===== config.mk =====
export PLATFORM = sky130hd
export DESIGN_NAME = des_sbox_engine
export DESIGN_NICKNAME = d
export VERILOG_FILES = /design/src/rtl/des_sbox_pkg.sv /design/src/rtl/des_sbox_lut.sv /design/src/rtl/des_sbox_engine.sv
export SDC_FILE = /design/constraint.sdc
export NUM_CORES = 1
export LEC_CHECK = 0
export ABC_AREA = 1
export CAP_MARGIN = 20
export CORE_ASPECT_RATIO = 1.75
export CORE_MARGIN = 2
export CORE_UTILIZATION = 50
export DETAILED_ROUTE_END_ITERATION = 10
export GPL_TIMING_DRIVEN = 0
export PLACE_DENSITY = 0.8
export SETUP_SLACK_MARGIN = 0.4
export SKIP_CTS_REPAIR_TIMING = 1
export SYNTH_ARGS = -nofsm -noshare
export SYNTH_HDL_FRONTEND = slang
export SYNTH_SLANG_ARGS = --single-unit

===== constraint.sdc =====
create_clock -name clk -period 6.6 [get_ports clk]
set_input_delay 0.99 -clock clk [delete_from_list [all_inputs] [get_ports clk]]
set_output_delay 0.99 -clock clk [all_outputs]
set_load 0.005 [all_outputs]

===== src/rtl/des_sbox_pkg.sv =====
// Shared types, widths and the DES S-box contents for the substitution engine.
package des_sbox_pkg;

    localparam int unsigned NUM_BOXES = 8;
    localparam int unsigned IN_W      = 48;
    localparam int unsigned OUT_W     = 32;
    localparam int unsigned BOX_IN_W  = 6;
    localparam int unsigned BOX_OUT_W = 4;
    localparam int unsigned IDX_W     = 3;
    localparam int unsigned ROWS      = 4;
    localparam int unsigned COLS      = 16;

    typedef enum logic [1:0] {
        IDLE = 2'd0,
        RUN  = 2'd1,
        DONE = 2'd2
    } state_t;

    // Slot NUM_BOXES-1 holds S1, slot 0 holds S8, matching the bus bit order.
    typedef logic [NUM_BOXES-1:0][BOX_IN_W-1:0]  box_in_vec_t;
    typedef logic [NUM_BOXES-1:0][BOX_OUT_W-1:0] box_out_vec_t;

    // Indexed [box][row]; each row word lists columns 0..15 from the MSB nibble down.
    localparam logic [COLS-1:0][BOX_OUT_W-1:0] SBOX_TABLE [NUM_BOXES][ROWS] = '{
        '{64'hE4D12FB83A6C5907, 64'h0F74E2D1A6CB9538, 64'h41E8D62BFC973A50, 64'hFC8249175B3EA06D},
        '{64'hF18E6B34972DC05A, 64'h3D47F28EC01A69B5, 64'h0E7BA4D158C6932F, 64'hD8A13F42B67C05E9},
        '{64'hA09E63F51DC7B428, 64'hD70934A6285ECBF1, 64'hD6498F30B12C5AE7, 64'h1AD069874FE3B52C},
        '{64'h7DE3069A1285BC4F, 64'hD8B56F03472C1AE9, 64'hA690CB7DF13E5284, 64'h3F06A1D8945BC72E},
        '{64'h2C417AB6853FD0E9, 64'hEB2C47D150FA3986, 64'h421BAD78F9C5630E, 64'hB8C71E2D6F09A453},
        '{64'hC1AF92680D34E75B, 64'hAF427C9561DE0B38, 64'h9EF528C3704A1DB6, 64'h432C95FABE17608D},
        '{64'h4B2EF08D3C975A61, 64'hD0B7491AE35C2F86, 64'h14BDC37EAF680592, 64'h6BD814A7950FE23C},
        '{64'hD2846FB1A93E50C7, 64'h1FD8A374C56B0E92, 64'h7B419CE206ADF358, 64'h21E74A8DFC90356B}
    };

    // Box number (0 = S1) to its slot in a packed box vector.
    function automatic logic [IDX_W-1:0] slot_of(input logic [IDX_W-1:0] box);
        return IDX_W'(NUM_BOXES - 1) - box;
    endfunction

endpackage


===== src/rtl/des_sbox_lut.sv =====
// Single DES S-box lookup: box select plus 6-bit input to 4-bit nibble, purely combinational.
module des_sbox_lut
    import des_sbox_pkg::*;
(
    input  logic [IDX_W-1:0]     box,
    input  logic [BOX_IN_W-1:0]  din,
    output logic [BOX_OUT_W-1:0] nibble_c
);

    logic [1:0] row;
    logic [3:0] col;

    // Outer bits pick the row, inner four bits pick the column.
    always_comb begin
        row      = {din[5], din[0]};
        col      = din[4:1];
        nibble_c = SBOX_TABLE[box][row][4'(COLS - 1) - col];
    end

endmodule


===== src/rtl/des_sbox_engine.sv =====
// Iterative DES S-box stage: LANES boxes per clock, valid/ready on both sides.
// Optional SBOX_XFER_CNT_EN adds a 16-bit wrapping count of output handshakes.
module des_sbox_engine
    import des_sbox_pkg::*;
#(
    parameter int unsigned LANES = 2
) (
    input  logic             clk,
    input  logic             n_rst,
    input  logic             in_valid,
    output logic             in_ready,
    input  logic [IN_W-1:0]  in_data,
    output logic             out_valid,
    input  logic             out_ready,
    output logic [OUT_W-1:0] out_data,
`ifdef SBOX_XFER_CNT_EN
    output logic [15:0]      xfer_count,
`endif
    output logic             busy
);

    if (!(LANES == 1 || LANES == 2 || LANES == 4 || LANES == 8)) begin : g_bad_lanes
        $error("des_sbox_engine: LANES must be 1, 2, 4 or 8");
    end

    state_t       state_q, state_d;
    logic [IDX_W-1:0] idx_q, idx_d;
    box_in_vec_t  data_q, data_d;
    box_out_vec_t res_q, res_d;
    logic         out_valid_q;
    logic         last_step;

    logic [IDX_W-1:0]     lane_box [LANES];
    logic [BOX_OUT_W-1:0] lane_nib [LANES];

    // One LUT per lane, each looking at consecutive boxes from the current index.
    for (genvar g = 0; g < int'(LANES); g++) begin : g_lane
        assign lane_box[g] = idx_q + IDX_W'(g);
        des_sbox_lut u_lut (
            .box      (lane_box[g]),
            .din      (data_q[slot_of(lane_box[g])]),
            .nibble_c (lane_nib[g])
        );
    end

    assign last_step = (({1'b0, idx_q} + 4'(LANES)) == 4'(NUM_BOXES));

    always_comb begin
        state_d = state_q;
        idx_d   = idx_q;
        data_d  = data_q;
        res_d   = res_q;
        unique case (state_q)
            IDLE: begin
                if (in_valid) begin
                    data_d  = in_data;
                    idx_d   = '0;
                    state_d = RUN;
                end
            end
            RUN: begin
                for (int unsigned g = 0; g < LANES; g++) begin
                    res_d[slot_of(lane_box[g])] = lane_nib[g];
                end
                idx_d = idx_q + IDX_W'(LANES);
                if (last_step) begin
                    state_d = DONE;
                end
            end
            DONE: begin
                // A completing handshake may capture the next block in the same cycle.
                if (out_ready) begin
                    if (in_valid) begin
                        data_d  = in_data;
                        idx_d   = '0;
                        state_d = RUN;
                    end else begin
                        state_d = IDLE;
                    end
                end
            end
            default: state_d = IDLE;
        endcase
    end

    always_ff @(posedge clk or negedge n_rst) begin
        if (!n_rst) begin
            state_q     <= IDLE;
            idx_q       <= '0;
            data_q      <= '0;
            res_q       <= '0;
            out_valid_q <= 1'b0;
        end else begin
            state_q     <= state_d;
            idx_q       <= idx_d;
            data_q      <= data_d;
            res_q       <= res_d;
            out_valid_q <= (state_d == DONE);
        end
    end

    assign out_valid = out_valid_q;
    assign out_data  = res_q;
    assign busy      = (state_q == RUN) || (state_q == DONE);
    assign in_ready  = (state_q == IDLE) || ((state_q == DONE) && out_ready);

`ifdef SBOX_XFER_CNT_EN
    always_ff @(posedge clk or negedge n_rst) begin
        if (!n_rst) begin
            xfer_count <= '0;
        end else if (out_valid_q && out_ready) begin
            xfer_count <= xfer_count + 16'd1;
        end
    end
`endif

endmodule

# Word level (Yosys, flattened, before mapping)
# Memory sizes are Yosys's and may differ from the RTL's.
# Index checks and enable logic that the tools add are counted.
[totals]
rom_bits = 4096
in_bits = 52
output_inout_bits = 35
regBits = 86
word_cells = 92
mem_count = 2
[mem_list]
columns = ["memory", "depth", "word_bits", "rd", "rd_clocked_by_memory_dff", "wr", "line", "rtl"]
rows = [
  ["(no name shown)", 8, 256, 1, 0, 0, "des_sbox_lut.sv:17", "nibble_c = SBOX_TABLE[box][row][4'(COLS - 1) - col];"],
  ["(no name shown)", 8, 256, 1, 0, 0, "des_sbox_lut.sv:17", ""],
]
[op_classes]
add_sub_neg = 7
n_reduce_logical = 10
bitwise = 4
n_eq_ne = 5
order_cmp = 10
n_mux = 35
[op_table]
columns = ["operator", "n"]
rows = [
  ["$mux 256", 4],
  ["$bmux 64 s2", 2],
  ["$mux 64", 4],
  ["$mux 48", 2],
  ["$pmux 48 s2", 1],
  ["$bwmux 32", 2],
  ["$bmux 6 s3", 2],
  ["$bmux 4 s4", 2],
  ["$demux 4 s3", 2],
  ["$mux 4", 4],
  ["$mux 6", 2],
  ["$lt 4x5->1 const B", 2],
  ["$pmux 3 s3", 1],
  ["$ge 4x4->1 const B", 2],
  ["$lt 3x4->1 const B", 2],
  ["$not 3->4", 2],
  ["$sub 4x4->4 const A", 2],
  ["$ge 3x1->1 const B", 2],
  ["$ge 3x3->1 const B", 2],
  ["$mux 2", 3],
  ["$mux 3", 2],
  ["$not 2->3", 2],
  ["$pmux 2 s3", 1],
  ["$sub 3x3->3 const A", 2],
  ["14 further kinds", 19],
]

# Longest topological paths before layout
[logic_depth]
ltp_word = 11
mapped_depth = 18

# Modules after synthesis
# Synthesis repeated with hierarchy kept, for this count alone.
[hier_totals]
cells_unflattened = 1783
area_unflattened_um2 = 10002.1
[modules_own_cells]
columns = ["mod", "seq_area_each_um2", "n_inst", "area_per_inst_um2", "cells_each"]
rows = [
  ["des_sbox_engine", 2127.0, 1, 3870.0, 460],
  ["des_sbox_lut (g_lane[1].u_lut)", 0.0, 1, 3083.0, 649],
  ["des_sbox_lut (g_lane[0].u_lut)", 0.0, 1, 3049.2, 674],
]

# Worst setup path after synthesis
# OpenSTA, ideal clock, no wires.
[synth_timing]
path_kind = "input-to-reg"
start = "input port out_ready"
end = "register data_q[11] (netlist bit)"
setup_ns = 0.133
arrival_ns = 2.313
required_ns = 6.467
n_path_buf = 3
path_slack_ns = 4.154
cell_stages = 7
path_cell_list = "nor2_1 > inv_1 > o211ai_1 > clkbuf_1 > clkbuf_1 > buf_1 > a21oi_1"
[synth_between]
elab_chain_cells = 2
[synth_rtl]
columns = ["element", "line", "rtl"]
rows = [
  ["start, declared", "des_sbox_engine.sv:14", "input logic out_ready,"],
  ["$ne 2x2->1 (no source line)", "-", ""],
  ["$reduce_and 2->1 (no source line)", "-", ""],
  ["end signal, assigned", "des_sbox_engine.sv:96", "data_q <= data_d;"],
  ["end, declared", "des_sbox_engine.sv:28", "box_in_vec_t data_q, data_d;"],
]
# No other way between the ends.
# A chain may end at the register's enable or synchronous reset.

# Worst setup path after layout
[layout_timing]
start = "register idx_q[2]"
end = "register res_q, in the netlist out_data[16]"
[layout_between]
elab_chain_cells = 11
[layout_rtl]
columns = ["element", "line", "rtl"]
rows = [
  ["start, declared", "des_sbox_engine.sv:27", "logic [IDX_W-1:0] idx_q, idx_d;"],
  ["start signal, assigned", "des_sbox_engine.sv:95", "idx_q <= idx_d;"],
  ["$add 3x1->3, or another cell as far along", "des_sbox_engine.sv:38", "assign lane_box[g] = idx_q + IDX_W'(g);"],
  ["$sub 3x3->3, or another cell as far along", "des_sbox_pkg.sv:37", "return IDX_W'(NUM_BOXES - 1) - box;"],
  ["$bmux 6 s3, or another cell as far along", "des_sbox_engine.sv:41", ".din (data_q[slot_of(lane_box[g])]),"],
  ["$mux 6 (not written as such), or another cell as far along", "des_sbox_engine.sv:41", ""],
  ["$not 2->3 (not written as such), or another cell as far along", "des_sbox_lut.sv:17", ""],
  ["$bmux 64 s2 or $mux 64 (tied branches)", "des_sbox_lut.sv:17", ""],
  ["$mux 64 (not written as such)", "des_sbox_lut.sv:17", ""],
  ["$mux 64 (not written as such) or $bmux 4 s4 (tied branches)", "des_sbox_lut.sv:17", ""],
  ["$bmux 4 s4 or $mux 4 (tied branches)", "des_sbox_lut.sv:17", ""],
  ["$mux 4 (not written as such) or $bwmux 32 (tied branches)", "des_sbox_lut.sv:17, des_sbox_engine.sv:63", ""],
  ["$bwmux 32 *", "des_sbox_engine.sv:63", "res_d[slot_of(lane_box[g])] = lane_nib[g];"],
  ["end signal, assigned", "des_sbox_engine.sv:97", "res_q <= res_d;"],
  ["end, declared", "des_sbox_engine.sv:29", "box_out_vec_t res_q, res_d;"],
]
# Mark *: on every way between the ends. The rest lies on a longest branch, timed or not. The select of a mux whose other input is x is not followed.

==> metrics.log <==
INFO  metric nets = 1370
INFO  metric async_flop_share = 1.00
INFO  metric synth.distinct_cells = 36
INFO  metric cp_data_required_time = 6.85 ns
INFO  metric fin_skew = 0.0146 ns
INFO  metric wl_per_cell = 24.8 µm
INFO  metric netlist_top_cells_area = dfrtp_1 28%, nand3_1 21%, nand2_1 20%, mux2_2 4.6%, nor2_1 3.6%
INFO  metric dominantRegCellSynth = dfrtp_1
INFO  metric proportion_of_layout_cells_with_a_drive_suffix_above_1 = 0.118
INFO  metric muxShareOfSynthArea = 0.0459
INFO  metric setup_repair_after_global_routing_missed_its_margin = false
INFO  metric final_period_minus_worst_setup_slack = 3.84 ns
INFO  metric htreeDepth = 3
INFO  metric yosysTopAreaCellShare = 0.279
INFO  metric timing.setup.critical_path_class = reg2reg
INFO  metric critical_path.max_fanout = 10
INFO  metric r2r-start = idx_q[2]$_DFFE_PN0P_
INFO  metric worstSetupEndpointType = register
INFO  metric detailroute.via_count = 9574
INFO  metric grt_remaining_overflow = 0
INFO  metric drcViolationCount = 0
INFO  metric antenna_left = 0
INFO  metric synth_simple_gate_area_frac = 0.490
INFO  metric synth.yosys.seq_area_share = 0.279
INFO  metric worst-slew-pin-transition = 1.03 ns
INFO  metric timing.hold.worst.start = out_data[30]$_DFFE_PN0P_
INFO  metric drtIter0Drc = 1276
INFO  metric flow.area_growth_from_synthesis = 19.0%
INFO  metric layout_worst_path_cycle_share = 0.582
INFO  metric core-area = 14900 µm²
INFO  metric groute.usage.overall = 0.448
INFO  metric synth.cell_area = 7610 µm²
INFO  metric total_count_of_hold_check_failures_in_the_final_report = 0
INFO  metric final.setup.tns = 0 ns
INFO  metric seqCellArea = 2130 µm²
INFO  metric numClockSinks = 85
INFO  metric dp_hpwl = 27000 µm
INFO  metric tritoncts.num_buffers = 9
INFO  metric io_pins = 87
INFO  metric num_rows = 59
INFO  metric route.final.wire_length = 36900 µm
INFO  metric grt_start_max_net_pins = 52
INFO  metric antenna_found_initial = 0
INFO  metric yosys.area_share.adder = 0.0329
INFO  metric floorplan.initialDensity = 0.510
INFO  metric multi_input_area = 4780 µm²
INFO  metric chipWidth = 97.3 µm
INFO  metric finalSetupViolations = 0
INFO  metric setup.worst_path.start = idx_q[2]$_DFFE_PN0P_
INFO  metric synth_top_cell_by_area = dfrtp_1
INFO  metric grt_pass1_vias = 9445
INFO  metric antenna-diode-count = 0
INFO  metric gp_congestion = 1.11
INFO  metric clk_transition_reported_paths = 0.07 ns
INFO  metric drt-vias-per-instance = 6.44
INFO  metric r2r-end = out_data[16]$_DFFE_PN0P_
INFO  metric cts-root-buf = clkbuf_16
INFO  metric tritoncts_clock_tree = done
INFO  metric buffers_from_clock_root_to_sink_at_most = 2
INFO  metric max-cap-violations = 0
INFO  metric yosys.area_share.xor_xnor = 0
INFO  metric synth_seq_cells = 85
INFO  metric netlist_instances = 1200
INFO  metric outcome = finished, final reports clean
INFO  metric relSlewSlack = 0.309
INFO  metric die_height = 167 µm
INFO  metric timing.fmax = 260 MHz
INFO  metric worst-r2r-setup-slack = 2.76 ns
INFO  metric crit_path_start_kind = register
INFO  metric most_frequent_cell_after_synthesis = nand2_1
INFO  metric grt_first_pass_wirelength = 55700 µm
INFO  metric synth.yosys.warnings = 0
INFO  metric syn-mean-instance-area = 6.34 µm²
INFO  metric largest_family_of_logic_cells_by_synthesized_area = simple AND/OR/NAND/NOR gates
INFO  metric timing.hold.worst_endpoint = out_data[30]$_DFFE_PN0P_
INFO  metric timing.reg2reg.worst_path_depth = 14
INFO  metric synth_enable_flop_cells = 0
INFO  metric floorplan.die_area = 16300 µm²
INFO  metric port-buffer-count = 86
INFO  metric critPathArrivalTime = 4.09 ns
INFO  metric mappedNetlistNets = 1272
INFO  metric worstHoldPathCells = 2
INFO  metric layout.filler_cells = 1411
INFO  metric first_pass_iters = 9
INFO  metric fraction_of_the_mapped_netlist_area_in_compound_gates = 0.0588
INFO  metric slew_viol_final = 0
INFO  metric post_synth_top_cells = 404 x nand2_1, 315 x nand3_1, 85 x dfrtp_1
INFO  metric worst_skew_late_latency = 0.36 ns
INFO  metric min-delay-path-class = reg2reg
-- cell type report --
class | count | share of cell area
timing repair buffer | 87 | 0.0978
clock inverter | 7 | 0.0113
inverter | 71 | 0.0294
sequential | 85 | 0.235
buffer | 70 | 0.0485
multi-input combinational | 974 | 0.528
clock buffer | 9 | 0.0249
tap | 183 | 0.0253
-- cells by family (layout without fill, tap and decap cells) --
kind of cell               count (synthesis)  after routing
and+or+nand+nor                          842            842
buffers and inverters                    141            244
DFF                                       85             85
AOI/OAI and AO/OA                         81             81
muxes                                     31             31
adders and majority gates                 20             20
-- layout by cell type (no fill, tap or decap), types with 7 or more instances in the layout --
master,n
buf_2,30
a21oi_1,39
ha_1,20
clkbuf_16,9
buf_4,14
inv_1,61
nor2_1,72
nand4_1,9
mux2_2,31
clkdlybuf4s50_1,85
dfrtp_1,85
nand3_1,315
buf_6,12
o21ai_0,20
nor2_2,7
clkbuf_1,13
inv_2,9
nand2_1,404
nand2_2,20
o21ai_1,7
-- state kept, by name, indices dropped and copies added, names as in the netlist --
register / count
out_valid: 1
data_q: 48
out_data: 32
state_q: 2
idx_q: 2
-- how the worst max path moves through the flow --
stage	end	slack (ns)	depth (start not counted)
2_1_floorplan	data_q[11]$_DFFE_PN0P_	4.15	7
3_3_place_gp	out_data[1]$_DFFE_PN0P_	1.64	1
3_5_place_dp	out_data[19]$_DFFE_PN0P_	2.96	14
4_1_cts	out_data[19]$_DFFE_PN0P_	2.94	14
5_1_grt	out_data[19]$_DFFE_PN0P_	2.61	14
6_report	out_data[16]$_DFFE_PN0P_	2.76	14
-- metrics by stage --
step	hold slack [ns]	cell area, µm²	cells	setup slack, ns	util
6_report	0.480	9050	1486	2.76	0.607
5_1_grt	0.496	9050	1486	2.61	0.607
4_1_cts	0.484	9050	1486	2.94	0.607
3_3_place_gp	0.463	8700	1469	1.64	0.584
2_1_floorplan	0.471	7610	1200	4.15	-
3_5_place_dp	0.465	8730	1470	2.96	0.585
-- per-layer routing --
layer / wire length, µm / GRT usage
met3: 3460 / 0.0956
met4: 3970 / 0.377
met2: 17500 / 0.762
met5: 0 / 0
met1: 11900 / 0.467
-- critical path, stage by stage (launching register included) --
cell	delay, ns
dfrtp_1	0.58
buf_2	0.27
nor2_2	0.46
inv_2	0.22
nor2_1	0.13
nor2_1	0.06
nand2_1	0.19
clkbuf_1	0.71
nand3_1	0.40
nand3_1	0.18
nand3_1	0.09
nand3_1	0.09
nand2_1	0.18
nand2_1	0.11
nand2_1	0.05
Power is not shown: default switching activity piles up to over one toggle a cycle in this logic, so the estimate is an artifact.
==> variant: new RTL, same flow settings <==
Encoding of `state_t`: now one-hot (3 bits for 3 states).
--- a/src/rtl/des_sbox_pkg.sv
+++ b/src/rtl/des_sbox_pkg.sv
@@ -11,8 +11,8 @@
     localparam int unsigned COLS      = 16;
 
-    typedef enum logic [1:0] {
-        IDLE = 2'd0,
-        RUN  = 2'd1,
-        DONE = 2'd2
+    typedef enum logic [2:0] {
+        IDLE = 3'b001,
+        RUN  = 3'b010,
+        DONE = 3'b100
     } state_t;
 
Formal check against the unedited RTL: same outputs for any inputs over 4 cycles, from zero or initial values and one cycle with n_rst low; so few cycles prove little.
==> variant against the unedited design <==
- global-route usage is 0.72 points lower
- first-iteration DRC count down 16%
- critical endpoint is now out_data[29]
- area after synthesis hardly changed
- count of clock-buffer cells in the layout is the same
- sequential share of layout area rose by 0.37 points
- critical path type unchanged
- wire length is 3.0% lower
- worst setup slack improved by 0.25 ns
- sequential cell count up 1
- final area fell by 0.32%
Power is left out: the tool's default activity adds up to more than one toggle a clock period on the data nets, which glitch-free logic cannot reach.
==> variant: results <==
run_status:
  status: "completed"
placement:
  dp_hpwl_mm: 26.7
  gp_congestion: 1.10
  io_buffers: 86
  dpl_cell_area_um2: 8730
  dp.cells: 1457
  dp_slack_ns: 3.22
critical_path:
  crit_family: "simple AND/OR/NAND/NOR gates"
  slowest_stage: "nor3_2"
  critPathMaxStageDelay_ns: 0.80
  path_max_fanout: 10
  crit_path_start: "idx_q[1]"
  worstPathArrival_ns: 3.83
yosys:
  synthAdderAreaFrac_pct: 2.63
  synthTopCellsByArea: "dfrtp_1 (28%), nand2_1 (21%), nand3_1 (20%)"
  yosys_warnings: 0
  synth_common_cells: "nand2_1 (424), nand3_1 (304), dfrtp_1 (85)"
  synthesis.nets: 1255
  ys_types: 38
  synthCells: 1187
  synth-xor-area-share_pct: 0
  synth_ff_type: "dfrtp_1"
  synth_compound_area_share_pct: 5.87
  async_reset_ff_share_pct: 100
  ys_seq_area_share_pct: 28.3
  synth.area.mux_share_pct: 4.29
route:
  vias: 9429
  first_pass_iters: 7
  drt_iter0_drc: 1066
  wirelength_mm: 35.8
  viasPerCell: 6.40
global_routing:
  antenna_found_initial: 0
  grt_pass1_wl_mm: 55.0
  grt_pass1_vias: 9664
  grt_usage_pct: 44.1
  grt_max_degree: 53
worst_hold_path:
  min_from: "out_data[1]"
  hold_class: "flip-flop to flip-flop"
cells_and_area:
  drive_above_1_share_pct: 12.0
  diodes: 0
  largest_reg_flops: 48
  nets: 1353
  top_register: "data_q"
clocking:
  clk_latency_ns: 0.36
  clk_pin_slew_ns: 0.08
  clockBufferDepth: 2
  cts-root-buf: "clkbuf_16"
  h-tree-depth: 3
  cts_made_buffers: 9
timing:
  slew_headroom_pct: 30.6
  finClkSkew_ns: 0.0145
variant: worst paths after layout:
path | endpoint | slack (ns) | cells after the start
max reg2reg | out_data[29] | 3.01 | 11
min in group asynchronous | data_q[34] | 0.58 | 1
max in group asynchronous | state_q[0] | 5.34 | 2
min reg2reg | out_data[1] | 0.48 | 2
min | out_data[1] | 0.48 | 2
max | out_data[29] | 3.01 | 11
variant: area by class of cell:
class | instances | area (um2)
Clock inverter | 7 | 75.1
Buffer | 65 | 423
Clock buffer | 9 | 225
Sequential cell | 86 | 2150
Timing Repair Buffer | 87 | 886
Tap cell | 183 | 229
Inverter | 69 | 264
Multi-Input combinational cell | 967 | 4770
Fill cell | 1459 | 5890
variant: metal layers:
metal | vias up | global-route usage, % | wire, um | share of wire [%]
met2 | 647 | 75.5 | 17600 | 49
li1 | 4127 | - | - | -
met4 | 0 | 39.9 | 3940 | 11
met1 | 4402 | 45.0 | 11500 | 32
met5 | - | 0 | 0 | 0
met3 | 253 | 8.26 | 2710 | 7.6
